--- src/rtl/buffer_sched_pkg.sv ---
// Shared types for the buffer read scheduler: FSM encoding, read-tag layout
// and the requester-ID decoder.
package buffer_sched_pkg;

    localparam int MAX_REQ = 16;
    localparam int ID_W    = 4;

    localparam logic [0:0] S_IDLE  = 1'b0;
    localparam logic [0:0] S_ISSUE = 1'b1;

    typedef enum logic [0:0] {
        IDLE  = S_IDLE,
        ISSUE = S_ISSUE
    } state_t;

    typedef struct packed {
        logic            vld;
        logic [ID_W-1:0] id;
        logic            last;
    } tag_t;

    function automatic logic [MAX_REQ-1:0] onehot(input logic [ID_W-1:0] id);
        return MAX_REQ'(1) << id;
    endfunction

endpackage

--- src/rtl/rr_arbiter.sv ---
// Combinational round-robin pick: first requester at or after ptr_i, modulo
// NUM_REQ, returned both one-hot and as an index.
module rr_arbiter
    import buffer_sched_pkg::*;
#(
    parameter int NUM_REQ = 3
) (
    input  logic [NUM_REQ-1:0] req_i,
    input  logic [ID_W-1:0]    ptr_i,
    output logic [NUM_REQ-1:0] grant_o,
    output logic [ID_W-1:0]    idx_o,
    output logic               any_o
);

    // NOTE: every output of a combinational block gets a default before any
    // branch, so no path leaves it unassigned and no latch is inferred.
    always_comb begin
        grant_o = '0;
        idx_o   = '0;
        any_o   = |req_i;
        // Scan from the furthest candidate back to ptr_i so the nearest one wins.
        for (int k = NUM_REQ - 1; k >= 0; k--) begin
            if (req_i[(int'(ptr_i) + k) % NUM_REQ]) begin
                grant_o                                 = '0;
                grant_o[(int'(ptr_i) + k) % NUM_REQ]    = 1'b1;
                idx_o                                   = ID_W'((int'(ptr_i) + k) % NUM_REQ);
            end
        end
    end

endmodule

--- src/rtl/buffer_read_scheduler.sv ---
// Shares one bank read port among NUM_REQ burst requesters: round-robin grant,
// one address per cycle, tagged returns routed back to the owning requester.
module buffer_read_scheduler
    import buffer_sched_pkg::*;
#(
    parameter int NUM_REQ           = 3,
    parameter int BUFFER_ADDR_WIDTH = 11,
    parameter int BUFFER_DATA_WIDTH = 512,
    parameter int LEN_WIDTH         = 12,
    parameter int READ_LATENCY      = 4
) (
    input  logic                                   clk,
    input  logic                                   rst_n,
    input  logic [NUM_REQ-1:0]                     req_valid,
    output logic [NUM_REQ-1:0]                     req_ready,
    input  logic [NUM_REQ*BUFFER_ADDR_WIDTH-1:0]   req_base_addr,
    input  logic [NUM_REQ*LEN_WIDTH-1:0]           req_len,
    output logic                                   buf_read_addr_valid,
    output logic [BUFFER_ADDR_WIDTH-1:0]           buf_read_addr,
    input  logic                                   buf_read_data_valid,
    input  logic [BUFFER_DATA_WIDTH-1:0]           buf_read_data,
    output logic [NUM_REQ-1:0]                     rsp_valid,
    output logic                                   rsp_last,
    output logic [BUFFER_DATA_WIDTH-1:0]           rsp_data,
    output logic                                   busy,
    output logic                                   err
);

    localparam int AW = BUFFER_ADDR_WIDTH;
    localparam int LW = LEN_WIDTH;
    localparam int DW = BUFFER_DATA_WIDTH;

    state_t            state_q, state_d;
    logic [ID_W-1:0]   rr_ptr_q, rr_ptr_d;
    logic [ID_W-1:0]   owner_q, owner_d;
    logic [AW-1:0]     base_q, base_d;
    logic [LW-1:0]     len_q, len_d;
    logic [LW-1:0]     off_q, off_d;

    logic [NUM_REQ-1:0] arb_grant;
    logic [ID_W-1:0]    arb_idx;
    logic               arb_any;
    logic [AW-1:0]      sel_base;
    logic [LW-1:0]      sel_len;
    logic               issue_last;

    rr_arbiter #(.NUM_REQ(NUM_REQ)) u_arb (
        .req_i   (req_valid),
        .ptr_i   (rr_ptr_q),
        .grant_o (arb_grant),
        .idx_o   (arb_idx),
        .any_o   (arb_any)
    );

    assign sel_base            = req_base_addr[int'(arb_idx)*AW +: AW];
    assign sel_len             = req_len[int'(arb_idx)*LW +: LW];
    assign issue_last          = (off_q == len_q - LW'(1));
    assign buf_read_addr_valid = (state_q == ISSUE);
    assign buf_read_addr       = buf_read_addr_valid ? base_q + AW'(off_q) : '0;

    always_comb begin
        state_d   = state_q;
        rr_ptr_d  = rr_ptr_q;
        owner_d   = owner_q;
        base_d    = base_q;
        len_d     = len_q;
        off_d     = off_q;
        req_ready = '0;
        case (state_q)
            IDLE: begin
                if (arb_any) begin
                    req_ready = arb_grant;
                    owner_d   = arb_idx;
                    base_d    = sel_base;
                    len_d     = sel_len;
                    off_d     = '0;
                    rr_ptr_d  = (arb_idx == ID_W'(NUM_REQ - 1)) ? '0 : arb_idx + ID_W'(1);
                    // A zero-length burst is acknowledged but never issued.
                    if (sel_len != '0) state_d = ISSUE;
                end
            end
            ISSUE: begin
                if (issue_last) begin
                    state_d = IDLE;
                    off_d   = '0;
                end else begin
                    off_d = off_q + LW'(1);
                end
            end
            default: state_d = IDLE;
        endcase
    end

    // NOTE: sequential state uses non-blocking assignments so every register
    // samples pre-edge values regardless of statement order.
    always_ff @(posedge clk or negedge rst_n) begin
        if (!rst_n) begin
            state_q  <= IDLE;
            rr_ptr_q <= '0;
            owner_q  <= '0;
            base_q   <= '0;
            len_q    <= '0;
            off_q    <= '0;
        end else begin
            state_q  <= state_d;
            rr_ptr_q <= rr_ptr_d;
            owner_q  <= owner_d;
            base_q   <= base_d;
            len_q    <= len_d;
            off_q    <= off_d;
        end
    end

    tag_t tag_q [READ_LATENCY];
    tag_t tag_push;
    tag_t head;
    logic tag_any_vld;

    always_comb begin
        tag_push.vld  = buf_read_addr_valid;
        tag_push.id   = owner_q;
        tag_push.last = buf_read_addr_valid & issue_last;
    end

    assign head = tag_q[READ_LATENCY-1];

    // NOTE: this small array is reset, unlike a data RAM, because a stale vld
    // bit would fabricate a response or a false error after reset.
    always_ff @(posedge clk or negedge rst_n) begin
        if (!rst_n) begin
            for (int i = 0; i < READ_LATENCY; i++) tag_q[i] <= '0;
        end else begin
            tag_q[0] <= tag_push;
            for (int i = 1; i < READ_LATENCY; i++) tag_q[i] <= tag_q[i-1];
        end
    end

    always_comb begin
        tag_any_vld = 1'b0;
        for (int i = 0; i < READ_LATENCY; i++) tag_any_vld = tag_any_vld | tag_q[i].vld;
    end

    assign busy = (state_q == ISSUE) | tag_any_vld;

    logic [MAX_REQ-1:0] head_oh;
    logic               id_ok;
    logic               rsp_fire;
    logic [NUM_REQ-1:0] rsp_valid_q;
    logic               rsp_last_q;
    logic [DW-1:0]      rsp_data_q;
    logic               err_q;

    assign head_oh  = onehot(head.id);
    assign id_ok    = ~|(head_oh >> NUM_REQ);
    assign rsp_fire = buf_read_data_valid & head.vld & id_ok;

    always_ff @(posedge clk or negedge rst_n) begin
        if (!rst_n) begin
            rsp_valid_q <= '0;
            rsp_last_q  <= 1'b0;
            rsp_data_q  <= '0;
            err_q       <= 1'b0;
        end else begin
            rsp_valid_q <= rsp_fire ? head_oh[NUM_REQ-1:0] : '0;
            rsp_last_q  <= rsp_fire & head.last;
            rsp_data_q  <= rsp_fire ? buf_read_data : '0;
            err_q       <= err_q | (buf_read_data_valid != head.vld);
        end
    end

    assign rsp_valid = rsp_valid_q;
    assign rsp_last  = rsp_last_q;
    assign rsp_data  = rsp_data_q;
    assign err       = err_q;

endmodule
--- config.mk ---
export PLATFORM = sky130hd
export DESIGN_NAME = buffer_read_scheduler
export DESIGN_NICKNAME = d
export VERILOG_FILES = /design/src/rtl/buffer_sched_pkg.sv /design/src/rtl/rr_arbiter.sv /design/src/rtl/buffer_read_scheduler.sv
export SDC_FILE = /design/constraint.sdc
export NUM_CORES = 1
export LEC_CHECK = 0
export ABC_AREA = 1
export BUFFER_PORTS_ARGS = -buffer_cell sky130_fd_sc_hd__buf_2
export CAP_MARGIN = 40
export CORE_AREA = 2 2 439 441
export DETAILED_ROUTE_END_ITERATION = 16
export DIE_AREA = 0 0 441 443
export GPL_TIMING_DRIVEN = 0
export PLACE_DENSITY = 0.32
export RECOVER_POWER = 25
export SLEW_MARGIN = 30
export SYNTH_ARGS = -nofsm -noshare
export SYNTH_HDL_FRONTEND = slang
export SYNTH_HIERARCHICAL = 1
export SYNTH_SLANG_ARGS = --single-unit
--- constraint.sdc ---
create_clock -name clk -period 5.33 [get_ports clk]
set_input_delay 0.533 -clock clk [delete_from_list [all_inputs] [get_ports clk]]
set_output_delay 0.533 -clock clk [all_outputs]
set_load 0.01 [all_outputs]
Word-level counts from Yosys, hierarchy flattened

Index checks and enable logic that the tools add are counted.

Bits of input ports: 587
Register bits after elaboration: 585

Multiplexer cells: 34
Eq/ne operators: 4
Add/subtract/negate cells: 6
Bitwise operators: 10
Shift-type cells: 3
Div/mod/pow operators: 3
Order comparisons: 6
$mul: 2
Reductions and logical operators: 8

Operator list:

| cell                                                               | count |
|---|---|
| two-way mux 512 bit                                                | 1 |
| greater-or-equal comparator 32 x 1 -> 1 bit, second input constant | 3 |
| less-than comparator 32 x 4 -> 1 bit, second input constant        | 3 |
| modulo 32 x 3 -> 32 bit, second input constant                     | 2 |
| indexed part select 36 x 9 -> 12 bit                               | 1 |
| indexed part select 33 x 9 -> 11 bit                               | 1 |
| modulo 5 x 3 -> 32 bit, second input constant                      | 1 |
| two-way mux 12 bit                                                 | 2 |
| case mux 12 bit (2 select lines)                                   | 1 |
| two-way mux 3 bit                                                  | 6 |
| two-way mux 4 bit                                                  | 4 |
| left shift 1 x 4 -> 16 bit, first input constant                   | 1 |
| OR reduction 13 bit                                                | 1 |
| adder 12 x 1 -> 12 bit, second input constant                      | 1 |
| == test 12 bit                                                     | 1 |
| two-way mux 1 bit                                                  | 12 |
| nonzero test 12 bit                                                | 1 |
| subtractor 12 x 1 -> 12 bit, second input constant                 | 1 |
| adder 11 bit                                                       | 1 |
| two-way mux 11 bit                                                 | 1 |
| multiplier 4 x 4 -> 8 bit, second input constant                   | 1 |
| binary-select mux 1 bit (select 2 bit)                             | 3 |
| demux 1 bit (select 2 bit)                                         | 3 |
| multiplier 4 x 2 -> 6 bit, second input constant                   | 1 |
| 14 further kinds                                                   | 23 |

Longest topological paths before layout

Gate-level depths: netlist of the first run.

Depth in word-level cells: 14
Depth in mapped cells: 46
Gate-level depth less buffers: 46

Hierarchy

Netlist of the first run, hierarchy kept.

By module, submodules not included:

| module                | area each (µm²) | cells each | times used | seq. area each (µm²) |
|---|---|---|---|---|
| buffer_read_scheduler | 21345.5         | 2168       | 1          | 14639.0 |
| rr_arbiter            | 2055.7          | 378        | 1          | 0.0 |

Worst setup path before layout of the first run

Ideal clock, no wire load.

Path kind: reg-to-reg
Start: register rr_ptr_q[1]
End: register state_q (netlist: buf_read_addr_valid)
Cell stages (with the launch flop): 44
Path slack: 0.139 ns
Arrival: 5.074 ns
Required time: 5.213 ns
Cell sequence: dfrtp_1 ha_1 nor2_1 nor2_1 ha_1 o21ai_4 o21ai_2 nand2_1 nand2_2 ha_1 inv_1 nand4_2 nand2_1 nand2_1 inv_1 ha_1 inv_1 nand4_4 [... 8 more ...] nor2_1 nor2_2 nand2_1 nand2_2 nand3_1 o21bai_1 nand2_1 nand2_1 buf_2 inv_1 buf_2 buf_2 nor2_1 o31ai_1 nor3_1 nand3_1 nand2_1 nand2_1

Cells in the longest elaborated chain, start to end: 14
Elaborated cells on any way between the ends: 23
Those cells by class: 2 x add/sub; 1 x mul; 3 x div; 1 x shift; 15 x mux; 1 x reduce/logical

Ends and longest elaborated chain:

| element                                               | RTL line                           | source |
|---|---|---|
| start: declaration                                    | buffer_read_scheduler.sv:34        | `logic [ID_W-1:0] rr_ptr_q, rr_ptr_d;` |
| start signal: assignment                              | buffer_read_scheduler.sv:106       | `rr_ptr_q <= rr_ptr_d;` |
| adder 4 x 2 -> 5 bit                                  | rr_arbiter.sv:23, rr_arbiter.sv:26 |  |
| modulo 32 x 3 -> 32 bit                               | rr_arbiter.sv:23, rr_arbiter.sv:26 |  |
| binary-select mux 1 bit (select 2 bit)                | rr_arbiter.sv:23                   | `if (req_i[(int'(ptr_i) + k) % NUM_REQ]) begin` |
| two-way mux 1 bit (not written as such) (2 in series) | rr_arbiter.sv:23                   |  |
| two-way mux 4 bit (2 in series)                       | rr_arbiter.sv:23                   |  |
| two-way mux 4 bit *                                   | rr_arbiter.sv:23                   |  |
| named net arb_idx[0]                                  | buffer_read_scheduler.sv:41        | `logic [ID_W-1:0] arb_idx;` |
| multiplier 4 x 2 -> 6 bit *                           | buffer_read_scheduler.sv:56        | `assign sel_len = req_len[int'(arb_idx)*LW +: LW];` |
| indexed part select 36 x 9 -> 12 bit *                | buffer_read_scheduler.sv:56        |  |
| nonzero test 12 bit *                                 | buffer_read_scheduler.sv:79        | `if (sel_len != '0) state_d = ISSUE;` |
| two-way mux 1 bit *                                   | buffer_read_scheduler.sv:79        |  |
| two-way mux 1 bit *                                   | buffer_read_scheduler.sv:71        | `if (arb_any) begin` |
| case mux 1 bit (2 select lines) *                     | buffer_read_scheduler.sv:69        | `case (state_q)` |
| named net state_d                                     | buffer_read_scheduler.sv:33        | `state_t state_q, state_d;` |
| end signal: assignment                                | buffer_read_scheduler.sv:105       | `state_q <= state_d;` |
| end: declaration                                      | buffer_read_scheduler.sv:33        |  |

The timed path passes the listed nets; every way through them passes the cells marked *. The select of a mux whose other input is x is not followed.
A chain may end at the register's enable or synchronous reset.

Worst setup path after layout of the first run

Start: register rr_ptr_q[1]
End: output req_ready[2]

Cells in the longest elaborated chain, start to end: 11
Elaborated cells on any way between the ends: 34
Those cells by class: 2 x add/sub; 3 x div; 6 x order compare; 20 x mux; 3 x reduce/logical

Ends and longest elaborated chain:

| element                                                                                                                          | RTL line                           | source |
|---|---|---|
| adder 4 x 2 -> 5 bit                                                                                                             | rr_arbiter.sv:23, rr_arbiter.sv:25 |  |
| modulo 32 x 3 -> 32 bit                                                                                                          | rr_arbiter.sv:23, rr_arbiter.sv:25 |  |
| greater-or-equal comparator 32 x 1 -> 1 bit (not written as such) / less-than comparator 32 x 4 -> 1 bit (equally long branches) | rr_arbiter.sv:25                   | `grant_o[(int'(ptr_i) + k) % NUM_REQ] = 1'b1;` |
| logical AND 1 bit (not written as such)                                                                                          | rr_arbiter.sv:25                   |  |
| two-way mux 1 bit (not written as such)                                                                                          | rr_arbiter.sv:25                   |  |
| demux 1 bit (select 2 bit)                                                                                                       | n/a                                |  |
| two-way mux 3 bit (2 in series)                                                                                                  | rr_arbiter.sv:23                   |  |
| two-way mux 3 bit *                                                                                                              | rr_arbiter.sv:23                   |  |
| named net arb_grant[2]                                                                                                           | buffer_read_scheduler.sv:40        | `logic [NUM_REQ-1:0] arb_grant;` |
| two-way mux 3 bit *                                                                                                              | buffer_read_scheduler.sv:71        |  |
| two-way mux 3 bit *                                                                                                              | buffer_read_scheduler.sv:69        |  |
| end: declaration                                                                                                                 | buffer_read_scheduler.sv:15        | `output logic [NUM_REQ-1:0] req_ready,` |

Marks and branches as above.

==> impl_metrics.tcl, run 1 <==
set metrics [dict create \
    cts_tree "built" \
    synth-adder-area-share_pct 1.80 \
    synth.avg_cell_area_um2 9.19 \
    drive_gt1_share_pct 34.6 \
    synth_edf_count 0 \
    synth_top_family_by_area "simple AND/OR/NAND/NOR gates" \
    grt-ovfl-total 0 \
    clock.fmax_mhz 193 \
    relSlewSlack_pct -161 \
    hold_path_class "in2reg" \
    holdCritStartpoint "buf_read_data[22]" \
    cts.clk_slew.worst_paths_ns 0.06 \
    synthArstFlopShare_pct 100 \
    cts_max_path_buffers 3 \
    grt_antenna_before_repair 19 \
    fin_tns_setup_ns 0 \
    ys_types 49 \
    crit_required_ns 4.80 \
    numCtsBuffers 76 \
    first_pass_iters 5 \
    dieWidth_um 441 \
    hold_violations 0 \
    synth_xor_area_share_pct 1.12 \
    p_leak_nw 21.7 \
    core-area_um2 191000 \
    initial_utilization_pct 12.2 \
    critPathMaxFanout 5 \
    vias_per_cell 3.29 \
    worst_slew_pin_slew_ns 3.92 \
    skew_ns 0.0694 \
    grt_max_degree 78 \
    dp_hpwl_um 106000 \
    synth-seq-cells 585 \
    grt_pass1_vias 23200 \
    setup_viol 0 \
    synthSimpleGateAreaFrac_pct 19.5 \
    drc 0 \
    fillerInstances 21600 \
    ys_top_cells_by_area "dfrtp_1 (63%), inv_1 (10%), nor2_1 (9.7%)" \
    clk_latency_ns 0.69 \
    drt_iter0_markers 843 \
    yosysTopAreaCell "dfrtp_1" \
    synth_top_area_share_pct 62.6 \
    pin_count 1120 \
    die-area_um2 195000 \
    whs_ns 0.0817 \
    crit_arrival_ns 4.65 \
    area_growth_pct 69.2 \
    vdd_drop_max_uv 208 \
    rows 161 \
    synth_compound_area_share_pct 3.10 \
    die_h_um 443 \
    drv_cap 1 \
    cp_slowest_cell "dfrtp_2" \
    slowest_delay_ns 0.46 \
    multi_input_area_um2 6590 \
    post-route-period-util_pct 97.3 \
    clock_sinks 585 \
    drt_wl_total_um 129000 \
    end_kind "primary output" \
    final_util_pct 20.7 \
    synth_most_common_cell "inv_1" \
    syn-cell-area_um2 23400 \
    holdPathStages 3 \
    numPortBuffers 1119 \
    register_area_um2 14600 \
    final_antenna_net_count 0 \
    cts_max_level 3 \
    fin_nets 4785 \
    synthFlopType "dfrtp_1" \
    syn_nets 3166 \
    reg2reg_depth 43 \
    cts_root_buf "clkbuf_16" \
    wl_per_cell_um 19.2 \
    p_per_area_nw_per_um2 291 \
    gp_congestion 0.905 \
    grt_pass1_wl_um 176000 \
    dr_total_vias 22200 \
    yosysWarnings 6 \
    grt_setup_unrepaired "yes" \
    path_common_cell "nand2_2" \
    synthMuxAreaShare_pct 0.0428 \
    worstSetupStartpoint "rr_ptr_q[1]" \
    reg2reg_from "rr_ptr_q[1]" \
    netlist_instances 2546 \
    seq_area_frac_synth_pct 62.6 \
    slew_violations 76 \
    grtUsageTotal_pct 12.7 \
    critPathKind "reg2out" \
    cp-start-kind "flip-flop" \
    violations "capacitance limit, slew limit" \
    timing.final.crit_period_ns 5.19 \
    run_status "finished with violations" \
    synth_common_cells "inv_1 (627), nor2_1 (606), dfrtp_1 (585)" \
]
[report_power, final]
| group | switching [mW] | internal (mW) | leakage [nW] | total, mW |
|---|---|---|---|---|
| registers | 0.0558 | 4.64 | 7.54 | 4.69 |
| clock network | 2.22 | 3.20 | 1.25 | 5.43 |
| logic | 0.820 | 0.593 | 12.9 | 1.41 |
| total | 3.10 | 8.44 | 21.7 | 11.5 |
[through the flow]
stage          cell area (µm²)  cells  setup WS [ns]  total power, mW
2_1_floorplan            23400   2546          0.139             5.13
3_3_place_gp             32200   6191         -10.58             5.95
3_5_place_dp             32400   6200          -1.75             5.96
4_1_cts                  39000   6707        -0.0781             11.8
5_1_grt                  39600   6745         -0.244             12.1
6_report                 39600   6746          0.144             11.5
[cell usage in the layout (no fill, tap or decap), types with 48 or more instances in the layout]
| cell type | n |
|---|---|
| clkbuf_16 | 78 |
| clkbuf_1 | 170 |
| buf_2 | 1025 |
| nand3_1 | 75 |
| nor2_1 | 595 |
| inv_1 | 611 |
| nand2_1 | 212 |
| buf_4 | 71 |
| dfrtp_1 | 582 |
| nand2_2 | 48 |
| dlygate4sd3_1 | 334 |
[cell families after synthesis]
logic type,count (synthesis)
simple gates,1056
buf+inv,720
flops,585
compound gates,122
fa+ha+maj,33
xor+xnor,29
mux,1
[flip-flops by register name, indices dropped and copies added (netlist names)]
name	count
buf_read_addr_valid	1
rr_ptr_q	4
err	1
len_q	12
owner_q	4
rsp_valid	3
head	6
base_q	11
tag_q	18
rsp_last	1
rsp_data	512
off_q	12
[layout make-up]
class | count | area share, %
Antenna cell | 2 | 0.0126
Buffer | 81 | 1.21
Clock buffer | 100 | 5.34
Clock inverter | 31 | 1.23
Inverter | 639 | 6.12
Multi-Input combinational cell | 1242 | 16.6
Sequential cell | 585 | 37.0
Tap cell | 2526 | 7.98
Timing Repair Buffer | 1540 | 24.5
[metal layers]
metal | routed length [µm] | up-vias | part of all wire, % | global-route usage (%)
li1 | - | 10600 | - | -
met2 | 68700 | 653 | 53 | 23.9
met5 | 0 | - | 0 | 0
met1 | 50000 | 10800 | 39 | 14.2
met4 | 3860 | 0 | 3.0 | 4.08
met3 | 6720 | 155 | 5.2 | 2.45
[path summary, 6_finish.rpt]
check,endpoint,slack [ns]
setup / recovery,req_ready[2],0.14
hold / removal,rsp_data[22],0.08
setup reg to reg,buf_read_addr_valid,0.23
hold reg to reg,tag_q[13],0.31
max in group asynchronous,rr_ptr_q[1],0.49
min in group asynchronous,rsp_data[432],1.94
[worst max-delay path: cells and delay by family, from the launching register on]
kind | cells | cell delay [ns]
flip-flops | 1 | 0.46
adder cells (fa/ha/maj) | 4 | 0.71
AND/OR/NAND/NOR | 19 | 1.73
AO/OA/AOI/OAI | 2 | 0.30
buffers and inverters | 9 | 0.81
[what timing repair did]
| item | 4_1_cts | 5_1_grt |
|---|---|---|
| gates resized for setup | 102 | 120 |
| hold endpoints to repair | 408 | 0 |
| setup endpoints to repair | 35 | 32 |
| gates cloned | 0 | 3 |
| pin swaps | 32 | 68 |
| setup buffers | 42 | 33 |
| hold buffers | 334 | 0 |
No activity file was read; power rests on OpenSTA's default activity.
==> inputs of run 2 (changes only) <==
--- a/config.mk
+++ b/config.mk
@@ -5,12 +5,12 @@
 export SDC_FILE = /design/constraint.sdc
 export NUM_CORES = 1
 export LEC_CHECK = 0
-export ABC_AREA = 1
+export ABC_AREA = 0
 export BUFFER_PORTS_ARGS = -buffer_cell sky130_fd_sc_hd__buf_2
 export CAP_MARGIN = 40
-export CORE_AREA = 2 2 439 441
+export CORE_AREA = 2 2 434 436
 export DETAILED_ROUTE_END_ITERATION = 16
-export DIE_AREA = 0 0 441 443
+export DIE_AREA = 0 0 436 438
 export GPL_TIMING_DRIVEN = 0
 export PLACE_DENSITY = 0.32
 export RECOVER_POWER = 25
==> run 2 against run 1 <==
Net effect: the flow finishes with violations (capacitance limit, slew limit, setup timing); synthesized cell count shrank 26%; die area shrank 2.2%; cell count shrank 11%; largest cell class unchanged.
==> impl_metrics.tcl, run 2 <==
set metrics [dict create \
    comb_power_share_pct 11.8 \
    final_cell_area_um2 38800 \
    synthArstFlopShare_pct 100 \
    cts_max_level 3 \
    synth-seq-cells 585 \
    hold_path_class "in2reg" \
    gp_congestion 0.915 \
    dieWidth_um 436 \
    setup_viol 114 \
    cts_max_path_buffers 3 \
    pin_count 1120 \
    vdd_drop_max_uv 242 \
    p_per_area_nw_per_um2 299 \
    synth.avg_cell_area_um2 12.2 \
    numPortBuffers 1117 \
    reg2reg_from "rr_ptr_q[1]" \
    ys_types 92 \
    seq_area_frac_synth_pct 63.8 \
    area_growth_pct 68.9 \
    synth_common_cells "dfrtp_1 (585), and2_1 (525), clkbuf_1 (85)" \
    cts.clk_slew.worst_paths_ns 0.06 \
    skew_ns 0.0343 \
    grt_max_degree 80 \
    finalPower_mw 11.6 \
    critPathMaxFanout 5 \
    synth_most_common_cell "dfrtp_1" \
    reg2reg_slack_ns -0.91 \
    pwr-share-seq_pct 40.6 \
    r2r-end "buf_read_addr_valid" \
    finalNonFillerCells 5995 \
    crit_required_ns 5.87 \
    crit_buf_inv 4 \
    worst-path-stages 28 \
    crit_family "simple AND/OR/NAND/NOR gates" \
    wl_per_cell_um 24.1 \
    critPathKind "reg2reg" \
    drt_wl_total_um 144000 \
    violations "capacitance limit, slew limit, setup timing" \
    grt_setup_unrepaired "yes" \
    sw_frac_of_total_pct 26.4 \
    grt_antenna_before_repair 47 \
    timing.final.crit_period_ns 6.24 \
    p_leak_nw 18.7 \
    slew_violations 89 \
    synth_top_area_share_pct 63.8 \
    cts_root_buf "clkbuf_16" \
    grtUsageTotal_pct 14.7 \
    place_area_um2 32300 \
    die_h_um 438 \
    run_status "finished with violations" \
    drive_gt1_share_pct 39.1 \
    clk_latency_ns 0.68 \
    synthFlopType "dfrtp_1" \
    cts_tree "built" \
    hold_violations 0 \
    relSlewSlack_pct -150 \
    yosysWarnings 6 \
    layout_common_cells "buf_2 (994), dfrtp_1 (582), and2_1 (524)" \
    end_kind "flip-flop" \
    syn_nets 2495 \
    post-route-period-util_pct 117 \
    p_int_mw 8.53 \
    largest_reg_flops 512 \
    core-area_um2 187000 \
    die-area_um2 191000 \
    netlist_instances 1875 \
    reg2reg_depth 28 \
    numCtsBuffers 78 \
    fillerInstances 20800 \
    drt_iter0_markers 1059 \
    cp-start-kind "flip-flop" \
    clock_sinks 585 \
    cp_slowest_cell "or4b_4" \
    p_clk_share_pct 47.6 \
    fin_nets 4041 \
    final_util_pct 20.8 \
    dr_total_vias 20500 \
    grt_pass1_vias 21200 \
    critical_path.endpoint "buf_read_addr_valid" \
    clock.fmax_mhz 160 \
    setup_ws_ns -0.906 \
    grt-ovfl-total 0 \
    first_pass_iters 7 \
    crit_arrival_ns 6.77 \
    yosysTopAreaCell "dfrtp_1" \
    rows 159 \
    final_antenna_net_count 0 \
    initial_utilization_pct 12.3 \
    slowest_delay_ns 0.55 \
    drv_cap 2 \
    dp.cells 5497 \
    dp_hpwl_um 119000 \
    synth_edf_count 0 \
    p_sw_mw 3.05 \
    worstSetupStartpoint "rr_ptr_q[1]" \
    syn-cell-area_um2 23000 \
    worst_slew_pin_slew_ns 3.75 \
    drc 0 \
    fin_tns_setup_ns -27.56 \
    ys_top_cells_by_area "dfrtp_1 (64%), and2_1 (14%), ha_1 (1.7%)" \
    grt_pass1_wl_um 191000 \
    vias_per_cell 3.42 \
    final_common_cell "buf_2" \
]
-- run 2: changes by cell type after synthesis, moves of 26 or more --
cell	delta
buf_2	-48
nand2_2	-26
and2_1	+522
nor2_1	-562
nand3_1	-66
clkbuf_1	+66
inv_1	-601
mux2i_1	+33
nand2_1	-162
-- run 2: worst min path at each step --
| stage | slack, ns | from | cells past startpoint | to |
|---|---|---|---|---|
| 2_1_floorplan | 0.24 | rst_n | 0 | base_q[0] |
| 3_3_place_gp | 0.33 | tag_q[15] | 0 | tag_q[9] |
| 3_5_place_dp | 0.33 | tag_q[10] | 0 | head[4] |
| 4_1_cts | 0.0001 | buf_read_data[451] | 2 | rsp_data[451] |
| 5_1_grt | 0.02 | buf_read_data[155] | 2 | rsp_data[155] |
| 6_report | 0.08 | buf_read_data[153] | 2 | rsp_data[153] |
-- run 2: per-layer routing --
metal	GRT usage, %	routed length (µm)
met5	0	79
met3	2.72	6180
met1	16.5	55500
met4	4.45	3920
met2	27.8	78800
-- run 2: logic make-up (layout without fill, tap and decap cells) --
| logic type | Yosys count | after routing | synth area share, % |
|---|---|---|---|
| AO/OA/AOI/OAI | 247 | 247 | 7.87 |
| XOR/XNOR | 35 | 35 | 1.43 |
| adder cells (fa/ha/maj) | 33 | 33 | 1.83 |
| buffers and inverters | 129 | 1732 | 2.36 |
| flip-flops | 585 | 585 | 63.8 |
| multiplexers | 40 | 40 | 1.79 |
| other | 0 | 22 | 0 |
| AND/OR/NAND/NOR | 806 | 806 | 20.9 |
-- run 2: area by class of cell --
| type | instances | area (µm²) | area share [%] |
|---|---|---|---|
| diodes | 22 | 55.1 | 0.142 |
| plain buffers | 98 | 627 | 1.62 |
| clock buffers | 112 | 2260 | 5.83 |
| clock inverters | 25 | 375 | 0.968 |
| inverters | 26 | 100 | 0.258 |
| multi-input cells | 1161 | 8480 | 21.9 |
| flip-flops and latches | 585 | 14600 | 37.8 |
| well taps | 2495 | 3120 | 8.05 |
| repair buffers | 1471 | 9110 | 23.5 |
-- run 2: timing repair --
item | 4_1_cts | 5_1_grt
gates resized for setup | 146 | 19
hold buffers | 264 | 0
gates cloned | 3 | 0
hold endpoints to repair | 321 | 0
endpoints found under the setup margin | 35 | 35
setup buffers | 71 | 6
pin swaps | 44 | 17
-- run 2: per-stage QoR --
step           setup WS [ns]  hold WS [ns]
2_1_floorplan         -0.549         0.237
3_3_place_gp          -11.57         0.332
3_5_place_dp           -2.08         0.335
4_1_cts                -1.11      0.000105
5_1_grt                -1.23        0.0249
6_report              -0.906        0.0839
-- run 2: power by group through the flow --
| stage | Combinational [mW] | Sequential (mW) | Clock (mW) |
|---|---|---|---|
| global placement | 1.17 | 4.79 | 0 |
| floorplan | 0.227 | 4.88 | 0 |
| global route | 1.46 | 4.72 | 5.90 |
| finish | 1.36 | 4.71 | 5.51 |
| detailed placement | 1.18 | 4.78 | 0 |
| CTS | 1.43 | 4.71 | 5.74 |
